## src/rtl/r2fft_sequencer_if.sv

```systemverilog
// Control bundle between the radix-2 FFT phase sequencer and its surroundings:
// stream I/O wrappers, butterfly pipeline and sample RAM ports.
interface r2fft_sequencer_if #(
  parameter int FFT_LENGTH_LOG2 = 10
);
  localparam int L  = FFT_LENGTH_LOG2;
  localparam int SW = (L > 1) ? $clog2(L) : 1;

  logic          start;
  logic          sampleValid;
  logic          ldWe;
  logic [L-1:0]  ldAddr;
  logic          bfIssue;
  logic [L-1:0]  bfAddrA;
  logic [L-1:0]  bfAddrB;
  logic [L-2:0]  bfTwiddle;
  logic [SW-1:0] stage;
  logic          outReady;
  logic          rdEn;
  logic [L-1:0]  rdAddr;
  logic          busy;
  logic          done;

  modport master (
    input  start, sampleValid, outReady,
    output ldWe, ldAddr, bfIssue, bfAddrA, bfAddrB, bfTwiddle, stage,
           rdEn, rdAddr, busy, done
  );

  modport slave (
    output start, sampleValid, outReady,
    input  ldWe, ldAddr, bfIssue, bfAddrA, bfAddrB, bfTwiddle, stage,
           rdEn, rdAddr, busy, done
  );
endinterface

```

## src/rtl/r2fft_sequencer.sv

```systemverilog
// Phase controller for the in-place radix-2 DIT FFT: bit-reversed LOAD,
// log2(N) stages of butterfly issue with drain gaps, natural-order UNLOAD.
module r2fft_sequencer #(
  parameter int FFT_LENGTH_LOG2   = 10,
  parameter int BUTTERFLY_LATENCY = 4
) (
  input  logic                clk,
  input  logic                rst,
  r2fft_sequencer_if.master   bus
);
  localparam int L  = FFT_LENGTH_LOG2;
  localparam int SW = (L > 1) ? $clog2(L) : 1;
  localparam int DW = (BUTTERFLY_LATENCY > 1) ? $clog2(BUTTERFLY_LATENCY) : 1;

  localparam logic [L-1:0]  LAST_SAMPLE = {L{1'b1}};
  localparam logic [L-1:0]  LAST_BFLY   = {1'b0, {(L-1){1'b1}}};
  localparam logic [SW-1:0] LAST_STAGE  = SW'(L - 1);
  localparam logic [DW-1:0] LAST_DRAIN  = DW'(BUTTERFLY_LATENCY - 1);

  typedef enum logic [2:0] {
    S_IDLE,
    S_LOAD,
    S_CALC,
    S_DRAIN,
    S_UNLOAD
  } state_t;

  state_t        state_q, state_d;
  logic [L-1:0]  cnt_q, cnt_d;
  logic [SW-1:0] stage_q, stage_d;
  logic [DW-1:0] dly_q, dly_d;

  logic          bf_issue_q, bf_issue_d;
  logic [L-1:0]  bf_a_q, bf_a_d;
  logic [L-1:0]  bf_b_q, bf_b_d;
  logic [L-2:0]  bf_tw_q, bf_tw_d;

  logic          ld_we, rd_en, done_c;
  logic [L-1:0]  ld_addr, rd_addr;

  function automatic logic [L-1:0] bit_rev(input logic [L-1:0] v);
    logic [L-1:0] r;
    for (int i = 0; i < L; i++) r[i] = v[L-1-i];
    return r;
  endfunction

  // Upper leg: group base (grp * 2h) plus position inside the group.
  function automatic logic [L-1:0] bf_addr_a(input logic [L-2:0] j,
                                             input logic [SW-1:0] s);
    logic [L-1:0] jj, pos, grp;
    jj  = {1'b0, j};
    pos = jj & ((L'(1) << s) - L'(1));
    grp = jj >> s;
    return (grp << s << 1) | pos;
  endfunction

  function automatic logic [L-2:0] bf_twiddle(input logic [L-2:0] j,
                                              input logic [SW-1:0] s);
    logic [L-2:0] pos;
    pos = j & (((L-1)'(1) << s) - (L-1)'(1));
    return pos << (LAST_STAGE - s);
  endfunction

  always_comb begin
    state_d = state_q;
    cnt_d   = cnt_q;
    stage_d = stage_q;
    dly_d   = dly_q;
    ld_we   = 1'b0;
    ld_addr = '0;
    rd_en   = 1'b0;
    rd_addr = '0;
    done_c  = 1'b0;

    case (state_q)
      S_IDLE: begin
        if (bus.start) begin
          state_d = S_LOAD;
          cnt_d   = '0;
          stage_d = '0;
        end
      end
      S_LOAD: begin
        ld_we   = bus.sampleValid;
        ld_addr = bit_rev(cnt_q);
        if (bus.sampleValid) begin
          cnt_d = cnt_q + L'(1);
          if (cnt_q == LAST_SAMPLE) state_d = S_CALC;
        end
      end
      S_CALC: begin
        if (cnt_q == LAST_BFLY) begin
          state_d = S_DRAIN;
          cnt_d   = '0;
          dly_d   = '0;
        end else begin
          cnt_d = cnt_q + L'(1);
        end
      end
      S_DRAIN: begin
        // Hold off the next stage until the last write-back has landed.
        if (dly_q == LAST_DRAIN) begin
          if (stage_q == LAST_STAGE) begin
            state_d = S_UNLOAD;
          end else begin
            state_d = S_CALC;
            stage_d = stage_q + SW'(1);
          end
        end else begin
          dly_d = dly_q + DW'(1);
        end
      end
      S_UNLOAD: begin
        rd_en   = bus.outReady;
        rd_addr = cnt_q;
        if (bus.outReady) begin
          cnt_d = cnt_q + L'(1);
          if (cnt_q == LAST_SAMPLE) begin
            done_c  = 1'b1;
            state_d = S_IDLE;
          end
        end
      end
      default: state_d = S_IDLE;
    endcase

    // Butterfly outputs are registered, so they are computed from next state.
    bf_issue_d = (state_d == S_CALC);
    bf_a_d     = '0;
    bf_b_d     = '0;
    bf_tw_d    = '0;
    if (bf_issue_d) begin
      bf_a_d  = bf_addr_a(cnt_d[L-2:0], stage_d);
      bf_b_d  = bf_a_d + (L'(1) << stage_d);
      bf_tw_d = bf_twiddle(cnt_d[L-2:0], stage_d);
    end
  end

  always_ff @(posedge clk) begin
    if (rst) begin
      state_q    <= S_IDLE;
      cnt_q      <= '0;
      stage_q    <= '0;
      dly_q      <= '0;
      bf_issue_q <= 1'b0;
      bf_a_q     <= '0;
      bf_b_q     <= '0;
      bf_tw_q    <= '0;
    end else begin
      state_q    <= state_d;
      cnt_q      <= cnt_d;
      stage_q    <= stage_d;
      dly_q      <= dly_d;
      bf_issue_q <= bf_issue_d;
      bf_a_q     <= bf_a_d;
      bf_b_q     <= bf_b_d;
      bf_tw_q    <= bf_tw_d;
    end
  end

  assign bus.ldWe      = ld_we;
  assign bus.ldAddr    = ld_addr;
  assign bus.bfIssue   = bf_issue_q;
  assign bus.bfAddrA   = bf_a_q;
  assign bus.bfAddrB   = bf_b_q;
  assign bus.bfTwiddle = bf_tw_q;
  assign bus.stage     = stage_q;
  assign bus.rdEn      = rd_en;
  assign bus.rdAddr    = rd_addr;
  assign bus.busy      = (state_q != S_IDLE);
  assign bus.done      = done_c;

endmodule

```

## src/flat_wrapper.sv

```systemverilog
// flat-port wrapper written by rule: the top's interface ports become plain ports
module r2fft_sequencer_flat 
#(
  parameter int FFT_LENGTH_LOG2   = 10,
  parameter int BUTTERFLY_LATENCY = 4
)
  (clk, rst, bus_start, bus_sampleValid, bus_outReady, bus_ldWe, bus_ldAddr, bus_bfIssue, bus_bfAddrA, bus_bfAddrB, bus_bfTwiddle, bus_stage, bus_rdEn, bus_rdAddr, bus_busy, bus_done);
  r2fft_sequencer_if #(.FFT_LENGTH_LOG2(FFT_LENGTH_LOG2)) bus_i ();
  input  logic clk;
  input  logic rst;
  input wire logic [$bits(bus_i.start)-1:0] bus_start;
  input wire logic [$bits(bus_i.sampleValid)-1:0] bus_sampleValid;
  input wire logic [$bits(bus_i.outReady)-1:0] bus_outReady;
  output wire logic [$bits(bus_i.ldWe)-1:0] bus_ldWe;
  output wire logic [$bits(bus_i.ldAddr)-1:0] bus_ldAddr;
  output wire logic [$bits(bus_i.bfIssue)-1:0] bus_bfIssue;
  output wire logic [$bits(bus_i.bfAddrA)-1:0] bus_bfAddrA;
  output wire logic [$bits(bus_i.bfAddrB)-1:0] bus_bfAddrB;
  output wire logic [$bits(bus_i.bfTwiddle)-1:0] bus_bfTwiddle;
  output wire logic [$bits(bus_i.stage)-1:0] bus_stage;
  output wire logic [$bits(bus_i.rdEn)-1:0] bus_rdEn;
  output wire logic [$bits(bus_i.rdAddr)-1:0] bus_rdAddr;
  output wire logic [$bits(bus_i.busy)-1:0] bus_busy;
  output wire logic [$bits(bus_i.done)-1:0] bus_done;
  assign bus_i.start = bus_start;
  assign bus_i.sampleValid = bus_sampleValid;
  assign bus_i.outReady = bus_outReady;
  assign bus_ldWe = bus_i.ldWe;
  assign bus_ldAddr = bus_i.ldAddr;
  assign bus_bfIssue = bus_i.bfIssue;
  assign bus_bfAddrA = bus_i.bfAddrA;
  assign bus_bfAddrB = bus_i.bfAddrB;
  assign bus_bfTwiddle = bus_i.bfTwiddle;
  assign bus_stage = bus_i.stage;
  assign bus_rdEn = bus_i.rdEn;
  assign bus_rdAddr = bus_i.rdAddr;
  assign bus_busy = bus_i.busy;
  assign bus_done = bus_i.done;
  r2fft_sequencer #(.FFT_LENGTH_LOG2(FFT_LENGTH_LOG2), .BUTTERFLY_LATENCY(BUTTERFLY_LATENCY)) u_core (.clk(clk), .rst(rst), .bus(bus_i));
endmodule
```

## config.mk

```make
export PLATFORM = sky130hd
export DESIGN_NAME = r2fft_sequencer_flat
export DESIGN_NICKNAME = d
export VERILOG_FILES = /design/src/rtl/r2fft_sequencer_if.sv /design/src/rtl/r2fft_sequencer.sv /design/src/flat_wrapper.sv
export SDC_FILE = /design/constraint.sdc
export NUM_CORES = 1
export LEC_CHECK = 0
export CELL_PAD_IN_SITES_DETAIL_PLACEMENT = 0
export CELL_PAD_IN_SITES_GLOBAL_PLACEMENT = 1
export CORE_MARGIN = 2
export CORE_UTILIZATION = 34
export CTS_CLUSTER_SIZE = 14
export DETAILED_ROUTE_END_ITERATION = 12
export GPL_TIMING_DRIVEN = 0
export PLACE_DENSITY = 0.8
export SLEW_MARGIN = 20
export SYNTH_ARGS = -nofsm -noshare
export SYNTH_HDL_FRONTEND = slang
export SYNTH_SLANG_ARGS = --single-unit
```

## constraint.sdc

```tcl
create_clock -name clk -period 6.8 [get_ports clk]
set_input_delay 0.68 -clock clk [delete_from_list [all_inputs] [get_ports clk]]
set_output_delay 0.68 -clock clk [all_outputs]
set_load 0.03 [all_outputs]
```

# [Yosys cells after proc, flatten, opt, wreduce, memory -nomap -nowiden]
# Cells that the tools add are included.
# Widths: inputs -> output; s select.
[word_totals] regBits=49 input_bits=5 out_inout_bits=58 elab_cells=74
[classes] n_reduce_logical=7 mux=28 bitwise_logic=4 n_shift=5 addsub=7 eq_ne=14
[op_table] op="$mux 10" n=6
[op_table] op="$pmux 10 s4" n=1
[op_table] op="$mux 3" n=8
[op_table] op="$pmux 3 s5" n=1
[op_table] op="$mux 4" n=3
[op_table] op="$add 10x1->10 const B" n=1
[op_table] op="$add 10x10->10" n=1
[op_table] op="$and 9x10->10" n=1
[op_table] op="$eq 10x10->1 const B" n=1
[op_table] op="$eq 10x9->1 const B" n=1
[op_table] op="$or 10x10->10" n=1
[op_table] op="$shl 1x4->10 const A" n=1
[op_table] op="$shl 10x4->9" n=1
[op_table] op="$shr 9x4->10" n=1
[op_table] op="$sub 10x1->10 const B" n=1
[op_table] op="$and 9x9->9" n=1
[op_table] op="$eq 3x2->1 const B" n=3
[op_table] op="$shl 1x4->9 const A" n=1
[op_table] op="$shl 9x4->9" n=1
[op_table] op="$sub 9x1->9 const B" n=1
[op_table] op="$ne 2x2->1 const B" n=4
[op_table] op="$pmux 4 s2" n=1
[op_table] op="$mux 1" n=5
[op_table] op="$add 4x1->4 const B" n=1
[op_table] op="other kinds (17)" n=18

# [Logic depth before layout (Yosys ltp)]
[logic_depth] ltp_word=9 mapped_depth=25 ltp_nobuf=21

# [Worst setup path before layout]
# Ideal clock, no wire load.
[synth_path] path_type="flip-flop to flip-flop" from="reg u_core.stage_q[1], in the netlist u_core.bus.stage[1]" to="reg u_core.bf_b_q[9], in the netlist u_core.bus.bfAddrB[9]" required_ns=6.672 path_buffers=4 setup_time_ns=0.128 path_slack_ns=2.134 synth_period_minus_slack_ns=4.666 stages_incl_launch_ff=26 arrival_ns=4.539 path_cell_list="dfxtp_1 -> inv_1 -> ha_1 -> and3b_1 -> clkbuf_1 -> nor3_1 -> or2_0 -> clkbuf_1 -> clkbuf_1 -> nor2_1 -> nand2_1 -> ha_1 -> clkbuf_1 -> inv_1 -> o22ai_1 -> nand2_1 -> o21ai_0 -> ha_1 -> a21o_1 -> a21o_1 -> a21oi_1 -> o21bai_1 -> a21oi_1 -> o21ai_0 -> xor2_1 -> nor2_1"
[synth_via] elab_chain_len=9 word_cells_on_any_way=19 classes_between="add/sub (3); eq/ne (2); shift (3); mux (7); bitwise (3); reduce/logical (1)"
[synth_rtl] item="start: declaration" line="r2fft_sequencer.sv:30" source="logic [SW-1:0] stage_q, stage_d;"
[synth_rtl] item="start signal: assignment" line="r2fft_sequencer.sv:152" source="stage_q <= stage_d;"
[synth_rtl] item="$add 4x1->4 / $eq 4x4->1 (equally long branches)" line="r2fft_sequencer.sv:107, r2fft_sequencer.sv:103"
[synth_rtl] item="$mux 4" line="r2fft_sequencer.sv:103" source="if (stage_q == LAST_STAGE) begin"
[synth_rtl] item="$mux 4" line="r2fft_sequencer.sv:102" source="if (dly_q == LAST_DRAIN) begin"
[synth_rtl] item="$pmux 4 s2" line="r2fft_sequencer.sv:75" source="case (state_q)"
[synth_rtl] item="$shl 1x4->10" line="r2fft_sequencer.sv:52, r2fft_sequencer.sv:134"
[synth_rtl] item="$sub 10x1->10" line="r2fft_sequencer.sv:52" source="pos = jj & ((L'(1) << s) - L'(1));"
[synth_rtl] item="$and 9x10->10" line="r2fft_sequencer.sv:52"
[synth_rtl] item="$or 10x10->10" line="r2fft_sequencer.sv:54" source="return (grp << s << 1) | pos;"
[synth_rtl] item="$add 10x10->10" line="r2fft_sequencer.sv:134" source="bf_b_d = bf_a_d + (L'(1) << stage_d);"
[synth_rtl] item="end signal: assignment" line="r2fft_sequencer.sv:147" source="bf_b_q <= '0;"
[synth_rtl] item="end signal: assignment" line="r2fft_sequencer.sv:156" source="bf_b_q <= bf_b_d;"
[synth_rtl] item="end: declaration" line="r2fft_sequencer.sv:35" source="logic [L-1:0] bf_b_q, bf_b_d;"
# Parallel ways exist; a longest one is shown, timed or not.
# A chain may end at the register's enable or synchronous reset.

# [Worst setup path in the final report]
[layout_path] from="in bus_start" to="reg u_core.bf_b_q[9], in the netlist u_core.bus.bfAddrB[9]"
[layout_via] elab_chain_len=7 word_cells_on_any_way=16 classes_between="add/sub (2); eq/ne (1); shift (3); mux (6); bitwise (3); reduce/logical (1)"
[layout_rtl] item="start: declaration" line="flat_wrapper.sv:11" source="input wire logic [$bits(bus_i.start)-1:0] bus_start;"
[layout_rtl] item="$mux 4" line="r2fft_sequencer.sv:77" source="if (bus.start) begin"
[layout_rtl] item="$pmux 4 s2" line="r2fft_sequencer.sv:75"
[layout_rtl] item="$shl 1x4->10" line="r2fft_sequencer.sv:52, r2fft_sequencer.sv:134"
[layout_rtl] item="$sub 10x1->10" line="r2fft_sequencer.sv:52"
[layout_rtl] item="$and 9x10->10" line="r2fft_sequencer.sv:52"
[layout_rtl] item="$or 10x10->10" line="r2fft_sequencer.sv:54"
[layout_rtl] item="$add 10x10->10" line="r2fft_sequencer.sv:134"
# Parallel ways exist; a longest one is shown, timed or not. The select of a mux whose other input is x is not followed.

==> impl_metrics.env <==
export IMPL_synthArstFlopShare_pct=0
export IMPL_power_w=0.000506
export IMPL_antenna_cells=0
export IMPL_initial_utilization_pct=34.7
export IMPL_setup_tns_ns=0
export IMPL_seq_area_frac_synth_pct=26.2
export IMPL_clock_sinks=49
export IMPL_power_frac_seq_pct=57.1
export IMPL_antenna_found_initial=0
export IMPL_hold_buffers=0
export IMPL_netSwitchingFraction_pct=25.9
export IMPL_post_cts_buffers=0
export IMPL_cts_buffers=5
export IMPL_cpLargestDelayFamily="compound AO/OA/AOI/OAI gates"
export IMPL_grt_pass1_wl_um=20500
export IMPL_clkPwrFrac_pct=34.5
export IMPL_final_cell_mix="nor2_1 (62), clkdlybuf4s50_1 (61), dfxtp_1 (49)"
export IMPL_ys_flop_type="dfxtp_1"
export IMPL_syn_to_final_growth_pct=23.3
export IMPL_path_buf_inv=3
export IMPL_cts_root_buf="clkbuf_8"
export IMPL_cpMaxStageDelayCell="clkdlybuf4s50_1"
export IMPL_dpl_hpwl_um=9830
export IMPL_std_cell_rows=38
export IMPL_drv_cap=0
export IMPL_post_route_period_util_pct=90.2
export IMPL_drc=0
export IMPL_wl_per_cell_um=18.4
export IMPL_syn_instance_count=487
export IMPL_ys_warn_count=0
export IMPL_crit_path_cell_trace="clkdlybuf4s50_1, nor4b_2, a211oi_1, or2_1, nor2_1, clkbuf_1, o21ai_0, ha_1, clkbuf_1, nor4_1, a21oi_1, o21ai_0, ha_1, a21o_1, a21o_1, a21oi_1, o21bai_1, a21oi_1, o21ai_0, xor2_1, nor2_1"
export IMPL_clockBufferDepth=2
export IMPL_die_height_um=109
export IMPL_crit_type="in -> reg"
export IMPL_dp_cells=688
export IMPL_crit_path_max_fanout=10
export IMPL_period_minus_slack_ns=6.13
export IMPL_grt_max_degree=16
export IMPL_fmax_mhz=163
export IMPL_rsz0062_at_grt="no"
export IMPL_drive_above_1_share_pct=7.19
export IMPL_via_per_inst=5.77
export IMPL_p_leak_nw=1.70
export IMPL_synth_cell_type_count=82
export IMPL_syn_nets=507
export IMPL_synth_edf_count=0
export IMPL_io_pins=63
export IMPL_dr_pass1_iters=5
export IMPL_worst_slack_ns=0.666
export IMPL_wl_um=12800
export IMPL_ant_nets=0
export IMPL_dp_slack_ns=0.534
export IMPL_avgSynthCellArea_um2=7.68
export IMPL_die_x_um=109
export IMPL_cpPeakStageDelay_ns=0.57
export IMPL_cts_tree="done"
export IMPL_drtIter0Drc=436
export IMPL_fin_nets=575
export IMPL_htree_num_levels=2
export IMPL_finalSetupViolCount=0
export IMPL_coreArea_um2=10800
export IMPL_place_gp_congestion=0.915
export IMPL_combPwrFrac_pct=8.4
export IMPL_cts_resized=0
export IMPL_powerDensity_nw_per_um2=110
export IMPL_cp_required_ns=7.00
export IMPL_slew_limit_headroom_pct=34.6
export IMPL_fin_area_um2=4620
export IMPL_io_buffers=61
export IMPL_fp_dieArea_um2=11900
export IMPL_dpl_cell_area_um2=4530
export IMPL_grt_usage_pct=22.3
export IMPL_syn_area_um2=3740
export IMPL_gr_total_overflow=0
export IMPL_critPathArrivalTime_ns=6.33
export IMPL_min_delay_path_class="reg -> reg"
export IMPL_layout_commonest_cell="nor2_1"
export IMPL_synth_seq_cells=49
export IMPL_hold_violations=0
export IMPL_slew_violations=0
export IMPL_worst_setup_path_start_kind="input port"
export IMPL_status="finished clean"
export IMPL_finalNonFillerCells=696
export IMPL_fin_skew_ns=0.00837
export IMPL_worst_pin_slew_ns=0.981
export IMPL_p_int_w=0.000375
export IMPL_fill_cells=1097
export IMPL_ir_drop_mv=0.0939
export IMPL_endpoint_kind="flip-flop"
export IMPL_p_sw_w=0.000131
export IMPL_vias=4017
export IMPL_clkTransAtPathRegs_ns=0.09
export IMPL_clock_latency_ns=0.31
export IMPL_grt_pass1_vias=3924
-- worst paths after layout --
path / startpoint / slack (ns) / end / cells after the start
max: bus_start / 0.67 / u_core.bus.bfAddrB[9]$_SDFF_PP0_ / 21
min: u_core.dly_q[0]$_SDFFE_PP0P_ / 0.54 / u_core.dly_q[0]$_SDFFE_PP0P_ / 2
max reg2reg: u_core.bus.stage[1]$_SDFF_PP0_ / 1.01 / u_core.bus.bfAddrB[9]$_SDFF_PP0_ / 25
min reg2reg: u_core.dly_q[0]$_SDFFE_PP0P_ / 0.54 / u_core.dly_q[0]$_SDFFE_PP0P_ / 2
-- synthesized netlist by cell type (3+ instances only) --
| cell | n | area (µm²) |
|---|---|---|
| nand4_1 | 6 | 37.5 |
| a2111oi_0 | 4 | 35.0 |
| inv_1 | 13 | 48.8 |
| nand2_1 | 26 | 97.6 |
| or2_2 | 3 | 18.8 |
| a22oi_1 | 6 | 45.0 |
| dfxtp_1 | 49 | 981 |
| mux2i_1 | 3 | 30.0 |
| nand2b_1 | 3 | 18.8 |
| nand4b_1 | 3 | 26.3 |
| buf_1 | 4 | 15.0 |
| nor2b_1 | 4 | 25.0 |
| ha_1 | 14 | 175 |
| xnor2_1 | 8 | 70.1 |
| nand3_1 | 18 | 90.1 |
| a21oi_1 | 29 | 145 |
| a211oi_1 | 8 | 60.1 |
| and4_1 | 3 | 26.3 |
| xor2_1 | 4 | 35.0 |
| o21a_1 | 4 | 30.0 |
| a21o_1 | 4 | 30.0 |
| o31a_1 | 4 | 35.0 |
| o22ai_1 | 7 | 43.8 |
| o21ai_1 | 5 | 25.0 |
| buf_2 | 6 | 30.0 |
| and2_1 | 31 | 194 |
| and3_1 | 7 | 43.8 |
| a311oi_1 | 4 | 35.0 |
| clkbuf_1 | 20 | 75.1 |
| nor2_1 | 62 | 233 |
| nor3_1 | 13 | 65.1 |
| o21bai_1 | 5 | 37.5 |
| a31oi_1 | 8 | 50.1 |
| or3_1 | 5 | 31.3 |
| o31ai_1 | 6 | 45.0 |
| o21ai_0 | 20 | 100 |
| or4_1 | 4 | 30.0 |
| o211ai_1 | 3 | 22.5 |
| o211ai_2 | 4 | 50.1 |
| buf_6 | 4 | 45.0 |
-- area by class of cell --
class                           instances  area (µm²)  area share (%)
Clock inverter                          2        15.0           0.325
Inverter                               14        52.6            1.14
Sequential cell                        49         981            21.3
Buffer                                 36         178            3.85
Multi-Input combinational cell        388        2530            54.8
Clock buffer                            6        72.6            1.57
Tap cell                              140         175            3.80
Timing Repair Buffer                   61         611            13.2
-- state kept, by name, summed over array words and instances (netlist names) --
signal and flops:
u_core.bus.bfAddrA 10, u_core.bus.bfAddrB 10, u_core.bus.bfIssue 1, u_core.bus.bfTwiddle 9, u_core.bus.stage 4, u_core.cnt_q 10, u_core.dly_q 2, u_core.state_q 3
-- metrics by stage --
step	hold WS, ns	utilization, %
final	0.540	42.8
after global routing	0.582	42.8
after CTS	0.543	42.8
after detailed placement	0.518	42.0
after global placement	0.499	42.0
after floorplan	0.484	-
-- power groups by stage --
stage	logic, W	clock network [W]	registers [W]
floorplan	0.0000275	0	0.000295
global placement	0.0000416	0	0.000295
detailed placement	0.0000417	0	0.000295
CTS	0.0000420	0.000183	0.000289
global route	0.0000464	0.000193	0.000289
finish	0.0000426	0.000174	0.000289
-- worst reg2reg max path, delay by kind of cell, from the launching register on --
| family | cells | cell delay [ns] |
|---|---|---|
| AO/OA/AOI/OAI | 8 | 1.49 |
| AND/OR/NAND/NOR | 7 | 1.20 |
| flip-flops | 1 | 0.54 |
| adder cells (fa/ha/maj) | 3 | 0.72 |
| buffers and inverters | 6 | 1.57 |
| XOR/XNOR | 1 | 0.16 |
-- cell families after synthesis --
kind of cell | share of synthesized area, %
other | 0.100
buffers and inverters | 6.15
XOR/XNOR | 2.81
AO/OA/AOI/OAI | 28.7
adder cells (fa/ha/maj) | 5.48
AND/OR/NAND/NOR | 29.4
multiplexers | 1.10
flip-flops | 26.2
-- routing by layer --
| metal | part of all wire [%] | global-route usage, % | wire, µm | vias to the layer above |
|---|---|---|---|---|
| met2 | 43 | 33.7 | 5540 | 182 |
| met4 | 2.6 | 8.88 | 335 | 0 |
| met1 | 46 | 30.8 | 5930 | 1876 |
| met5 | 0 | 0 | 0 | - |
| li1 | - | - | - | 1929 |
| met3 | 8.0 | 4.54 | 1030 | 30 |
No activity file was read; power rests on OpenSTA's default activity.
